## src/rtl/led_pattern_gen_pkg.sv

```systemverilog
// Shared types and constants for the LED pattern generator.
// Optional feature macro used by this slice: LED_PATTERN_SYNC_EN.
package led_pattern_pkg;

  localparam logic [1:0] MODE_CODE_OFF   = 2'd0;
  localparam logic [1:0] MODE_CODE_ON    = 2'd1;
  localparam logic [1:0] MODE_CODE_BLINK = 2'd2;
  localparam logic [1:0] MODE_CODE_PULSE = 2'd3;

  typedef enum logic [1:0] {
    MODE_OFF   = MODE_CODE_OFF,
    MODE_ON    = MODE_CODE_ON,
    MODE_BLINK = MODE_CODE_BLINK,
    MODE_PULSE = MODE_CODE_PULSE
  } led_mode_t;

  // Channel that comes out of reset blinking at DEFAULT_HALF.
  localparam int DEFAULT_CH = 0;

  // Width of a channel index; a single channel still needs one bit.
  function automatic int ch_width(input int n);
    return (n > 1) ? $clog2(n) : 1;
  endfunction

endpackage

```

## src/rtl/led_pattern_gen_if.sv

```systemverilog
// Configuration write port of the LED pattern generator.
// The controller drives the master side; the generator takes the slave side.
interface led_pattern_gen_if
  import led_pattern_pkg::*;
#(
  parameter int CHANNELS  = 4,
  parameter int CNT_WIDTH = 32
) ();

  localparam int CH_W = ch_width(CHANNELS);

  logic                 cfg_we;
  logic [CH_W-1:0]      cfg_ch;
  led_mode_t            cfg_mode;
  logic [CNT_WIDTH-1:0] cfg_half;

  modport master (output cfg_we, cfg_ch, cfg_mode, cfg_half);
  modport slave  (input  cfg_we, cfg_ch, cfg_mode, cfg_half);

endinterface

```

## src/rtl/led_pattern_gen_channel.sv

```systemverilog
// One LED channel: mode, half-period, free-running counter and led bit.
// A load restarts the channel; clear realigns its phase without touching
// the programmed mode or half-period.
module led_channel
  import led_pattern_pkg::*;
#(
  parameter int                   CNT_WIDTH = 32,
  parameter led_mode_t            RST_MODE  = MODE_OFF,
  parameter logic [CNT_WIDTH-1:0] RST_HALF  = '0
) (
  input  logic                 clk,
  input  logic                 rst,
  input  logic                 load,
  input  led_mode_t            mode_in,
  input  logic [CNT_WIDTH-1:0] half_in,
  input  logic                 clear,
  output logic                 led
);

  led_mode_t            mode_r;
  logic [CNT_WIDTH-1:0] half_r;
  logic [CNT_WIDTH-1:0] cnt;

  // Channel state: load beats clear, clear beats normal counting.
  always_ff @(posedge clk or posedge rst) begin
    if (rst) begin
      mode_r <= RST_MODE;
      half_r <= RST_HALF;
      cnt    <= '0;
      led    <= 1'b0;
    end else if (load) begin
      mode_r <= mode_in;
      half_r <= half_in;
      cnt    <= '0;
      led    <= (mode_in == MODE_ON);
    end else if (clear) begin
      cnt <= '0;
      led <= (mode_r == MODE_ON);
    end else begin
      case (mode_r)
        MODE_OFF: begin
          cnt <= '0;
          led <= 1'b0;
        end
        MODE_ON: begin
          cnt <= '0;
          led <= 1'b1;
        end
        MODE_BLINK: begin
          // Compare before increment so the count never passes half_r.
          if (cnt == half_r) begin
            cnt <= '0;
            led <= ~led;
          end else begin
            cnt <= cnt + CNT_WIDTH'(1);
          end
        end
        default: begin
          if (cnt == half_r) begin
            cnt <= '0;
            led <= 1'b1;
          end else begin
            cnt <= cnt + CNT_WIDTH'(1);
            led <= 1'b0;
          end
        end
      endcase
    end
  end

endmodule

```

## src/rtl/led_pattern_gen.sv

```systemverilog
// Multi-channel LED pattern generator (off / on / blink / pulse per channel).
// Define LED_PATTERN_SYNC_EN to add the sync input that phase-aligns all
// channels in one cycle; without it channels align only via reset or writes.
module led_pattern_gen
  import led_pattern_pkg::*;
#(
  parameter int                   CHANNELS     = 4,
  parameter int                   CNT_WIDTH    = 32,
  parameter logic [CNT_WIDTH-1:0] DEFAULT_HALF = CNT_WIDTH'(7999999)
) (
  input  logic                clk,
  input  logic                rst,
  led_pattern_gen_if.slave    cfg,
`ifdef LED_PATTERN_SYNC_EN
  input  logic                sync,
`endif
  output logic [CHANNELS-1:0] led
);

  localparam int CH_W = ch_width(CHANNELS);

  logic                sync_all;
  logic [CHANNELS-1:0] load;

`ifdef LED_PATTERN_SYNC_EN
  assign sync_all = sync;
`else
  assign sync_all = 1'b0;
`endif

  for (genvar i = 0; i < CHANNELS; i++) begin : g_ch
    // Out-of-range indices match no channel, so such writes are dropped.
    assign load[i] = cfg.cfg_we && (cfg.cfg_ch == CH_W'(i));

    led_channel #(
      .CNT_WIDTH (CNT_WIDTH),
      .RST_MODE  ((i == DEFAULT_CH) ? MODE_BLINK : MODE_OFF),
      .RST_HALF  ((i == DEFAULT_CH) ? DEFAULT_HALF : '0)
    ) u_ch (
      .clk     (clk),
      .rst     (rst),
      .load    (load[i]),
      .mode_in (cfg.cfg_mode),
      .half_in (cfg.cfg_half),
      .clear   (sync_all),
      .led     (led[i])
    );
  end

endmodule

```

## src/flat_wrapper.sv

```systemverilog
// flat-port wrapper written by rule: the top's interface ports become plain ports
module led_pattern_gen_flat import led_pattern_pkg::*;
#(
  parameter int                   CHANNELS     = 4,
  parameter int                   CNT_WIDTH    = 32,
  parameter logic [CNT_WIDTH-1:0] DEFAULT_HALF = CNT_WIDTH'(7999999)
)
  (clk, rst, led, cfg_cfg_we, cfg_cfg_ch, cfg_cfg_mode, cfg_cfg_half);
  led_pattern_gen_if #(.CHANNELS(CHANNELS), .CNT_WIDTH(CNT_WIDTH)) cfg_i ();
  input  logic clk;
  input  logic rst;
  output logic [CHANNELS-1:0] led;
  input wire logic [$bits(cfg_i.cfg_we)-1:0] cfg_cfg_we;
  input wire logic [$bits(cfg_i.cfg_ch)-1:0] cfg_cfg_ch;
  input wire logic [$bits(cfg_i.cfg_mode)-1:0] cfg_cfg_mode;
  input wire logic [$bits(cfg_i.cfg_half)-1:0] cfg_cfg_half;
  assign cfg_i.cfg_we = cfg_cfg_we;
  assign cfg_i.cfg_ch = cfg_cfg_ch;
  assign cfg_i.cfg_mode = cfg_cfg_mode;
  assign cfg_i.cfg_half = cfg_cfg_half;
  led_pattern_gen #(.CHANNELS(CHANNELS), .CNT_WIDTH(CNT_WIDTH), .DEFAULT_HALF(DEFAULT_HALF)) u_core (.clk(clk), .rst(rst), .cfg(cfg_i), .led(led));
endmodule
```

## config.mk

```make
export PLATFORM = sky130hd
export DESIGN_NAME = led_pattern_gen_flat
export DESIGN_NICKNAME = d
export VERILOG_FILES = /design/src/rtl/led_pattern_gen_pkg.sv /design/src/rtl/led_pattern_gen_if.sv /design/src/rtl/led_pattern_gen_channel.sv /design/src/rtl/led_pattern_gen.sv /design/src/flat_wrapper.sv
export SDC_FILE = /design/constraint.sdc
export NUM_CORES = 1
export LEC_CHECK = 0
export CORE_MARGIN = 2
export CORE_UTILIZATION = 60
export CTS_CLUSTER_SIZE = 8
export DETAILED_ROUTE_END_ITERATION = 6
export PLACE_DENSITY = 0.78
export SLEW_MARGIN = 15
export SYNTH_ARGS = -nofsm -noshare
export SYNTH_HDL_FRONTEND = slang
export SYNTH_SLANG_ARGS = --single-unit
```

## constraint.sdc

```tcl
create_clock -name clk -period 11.1 [get_ports clk]
set_input_delay 1.665 -clock clk [delete_from_list [all_inputs] [get_ports clk]]
set_output_delay 1.665 -clock clk [all_outputs]
set_load 0.005 [all_outputs]
```

==> impl_results.md <==
- Slowest cell on crit path: buf_4
- Die Area: 22500 sq um
- Largest net degree at the start of global routing: 118
- Clock power frac: 0.421
- Crit Path Class: in -> async
- Via Count: 8435
- Clock latency on the worst-skew pair: 0.51 ns
- Unrepaired setup endpoints after global routing: no
- Number of flops mapped to enable cells by yosys: 0
- Vias in the first global route: 8547
- Post-CTS setup buffers: 0
- Post-synth top area share: 0.493
- Leak: 5.84 nW
- Initial Util: 0.611
- Psw: 0.651 mW
- Most frequent cells in the layout: 252 x dfrtp_1, 181 x xnor2_1, 170 x nor2_1
- Top cells by area, synth: dfrtp_1 49%, xnor2_1 12%, mux2_2 12%
- Switch share: 0.249
- Final Skew: 0.0137 ns
- Crit Path Max Fanout: 117
- Initial antenna violation count: 1
- CTS tree: yes
- Crit-path cells: clkdlybuf4s50_1 -> inv_8 -> buf_4 -> buf_4
- GP Congestion: 0.828
- Tcrit/Tclk final: 0.359
- Final Cell Area: 14500 sq um
- First-pass GRT wire length: 46500 um
- Power Density: 180 nW/um^2
- Final Max Tran Viols: 0
- Sequential group share of total power: 0.454
- FP Rows: 53
- Status: complete, no violations
- Asr flop ratio synth: 1.00
- Hold Vio Cnt, Final: 0
- Syn Inst Count: 1115
- Number of vias per cell: 5.77
- Synth Net Count: 1158
- Final setup TNS: 0 ns
- Area of placed instances: 13400 sq um
- H-tree levels: 2
- CP bufs+invs: 4
- # DRC: 0
- HPWL Detailed: 19300 um
- Max Used Layer: met4
- Most common cell after layout, fill and taps aside: dfrtp_1
- WP data required: 11.59 ns
- Top cell by count, worst path: buf_4
- Post-Synthesis Cell Area: 12800 sq um
- Internal Pwr Total: 1.97 mW
- Max incr delay on CP: 0.89 ns
- Distinct cells, synth: 37
- Die Y-Extent: 150 um
- Grt ovf: 0
- Cell family with most CP delay: buffers and inverters
- Fmax: 251 MHz
- Core region area: 21000 sq um
- Metal3 WL: 1850 um
- Fin crit period: 3.99 ns
- Yosys reg bits: 268
- Final Util: 0.694
- Logic pwr share: 0.125
- Hold_buf cts: 0
- Final ANT Viol Nets: 0
- Worst slew margin: 0.225
- TritonRoute pass-1 iters: 5
- Root buf cell: clkbuf_16
- CTS Sinks: 268
- CTS max path bufs: 3
- Initial DRC Count: 700
- CTS Buf Count: 39
- Yosys top cell by area: dfrtp_1
- Routed length on met2: 13900 um
- Peak supply drop: 0.000128 V
- Crit path capture type: async pin
- Layout cells sized above 1: 0.182
- HP Class: reg -> reg
- Worst setup SP type: input pin
- Worst Tran Pin Value: 1.16 ns
- I/O Pins: 43
- Wire per inst: 20.0 um
- Area grow syn2layout: 13.6%
- WP data arrival: 4.48 ns
- # Max-Cap Violations: 0
- Register area share after synthesis: 0.526
- Die X: 150 um
- I/O Buffers: 42
- GRT Util Overall: 0.273
- Clk slew on worst S/H paths: 0.05 ns
- Ys Warns: 0
- Synth Flop Type: dfrtp_1
- Synthesized area per cell: 11.5 sq um
- Final Routed Wirelength: 29300 um
- Setup violators final: 0
- # nets final: 1208
- PostCTS Resize Cnt: 0
- Wire length on met1: 12800 um
- Diodes inserted: 0
-- Yosys cell counts, drive strengths merged, types with 3 or more instances --
cell	n
and3	21
nand4	61
and4	9
nand3b	5
dfrtp	252
o22ai	3
a21oi	8
nor4	12
xor2	67
nor3	4
mux2	136
o21ai	3
clkbuf	12
xnor2	181
and2	8
nand3	49
ha	4
nor2	172
dfstp	16
inv	15
nand2	43
buf	30
-- through the flow --
stage               total power, mW  hold slack (ns)  cells  worst slack, ns
floorplan                      1.43            0.486   1115             2.08
global placement               1.51            0.509   1399             6.39
detailed placement             1.53            0.515   1399             6.37
CTS                            2.64            0.525   1462             6.89
global route                   2.72            0.543   1462             6.60
finish                         2.62            0.522   1462             7.11
-- sequential cells by signal, indices dropped and copies added (netlist names) --
name	flops
u_core.g_ch.u_ch.cnt	128
u_core.g_ch.u_ch.half_r	128
u_core.g_ch.u_ch.led	4
u_core.g_ch.u_ch.mode_r	8
-- power groups by stage --
stage | Combinational, mW | Sequential [mW] | Clock (mW)
floorplan | 0.256 | 1.17 | 0
global placement | 0.317 | 1.20 | 0
detailed placement | 0.326 | 1.20 | 0
CTS | 0.330 | 1.19 | 1.12
global route | 0.358 | 1.20 | 1.16
finish | 0.328 | 1.19 | 1.10
-- worst paths after layout --
path                                                                 from                                         end  slack [ns]  depth (start not counted)
worst min register to register  u_core.g_ch[2].u_ch.half_r[9]$_DFFE_PP0P_   u_core.g_ch[2].u_ch.half_r[9]$_DFFE_PP0P_        0.52                          1
worst max-delay path                                                  rst        u_core.g_ch[0].u_ch.cnt[1]$_DFF_PP0_        7.11                          4
max in group clk                                               cfg_cfg_we       u_core.g_ch[0].u_ch.cnt[13]$_DFF_PP0_        7.46                          5
worst max register to register       u_core.g_ch[0].u_ch.cnt[4]$_DFF_PP0_       u_core.g_ch[0].u_ch.cnt[13]$_DFF_PP0_        8.35                          6
worst min-delay path            u_core.g_ch[2].u_ch.half_r[9]$_DFFE_PP0P_   u_core.g_ch[2].u_ch.half_r[9]$_DFFE_PP0P_        0.52                          1
min in group asynchronous                                             rst  u_core.g_ch[2].u_ch.half_r[26]$_DFFE_PP0P_        1.65                          2
-- per-layer routing --
layer,vias up,GRT usage
met3,52,0.0488
li1,3857,-
met2,249,0.434
met4,0,0.0910
met5,-,0
met1,4277,0.383
-- cell type report --
cell class                 instances  area, sq um
clock inverter                     1         30.0
multi-input combinational        790         5780
timing repair buffer              51          488
inverter                          15         63.8
sequential                       268         6730
tap                              275          344
clock buffer                      62         1100
fill                            1561         6420
-- cells by family after synthesis --
logic type | synth area share
AND/OR/NAND/NOR | 0.151
flip-flops | 0.526
XOR/XNOR | 0.170
multiplexers | 0.120
buffers and inverters | 0.0233
AO/OA/AOI/OAI | 0.00636
adder cells (fa/ha/maj) | 0.00391
Power figures use the tool's default switching activity.
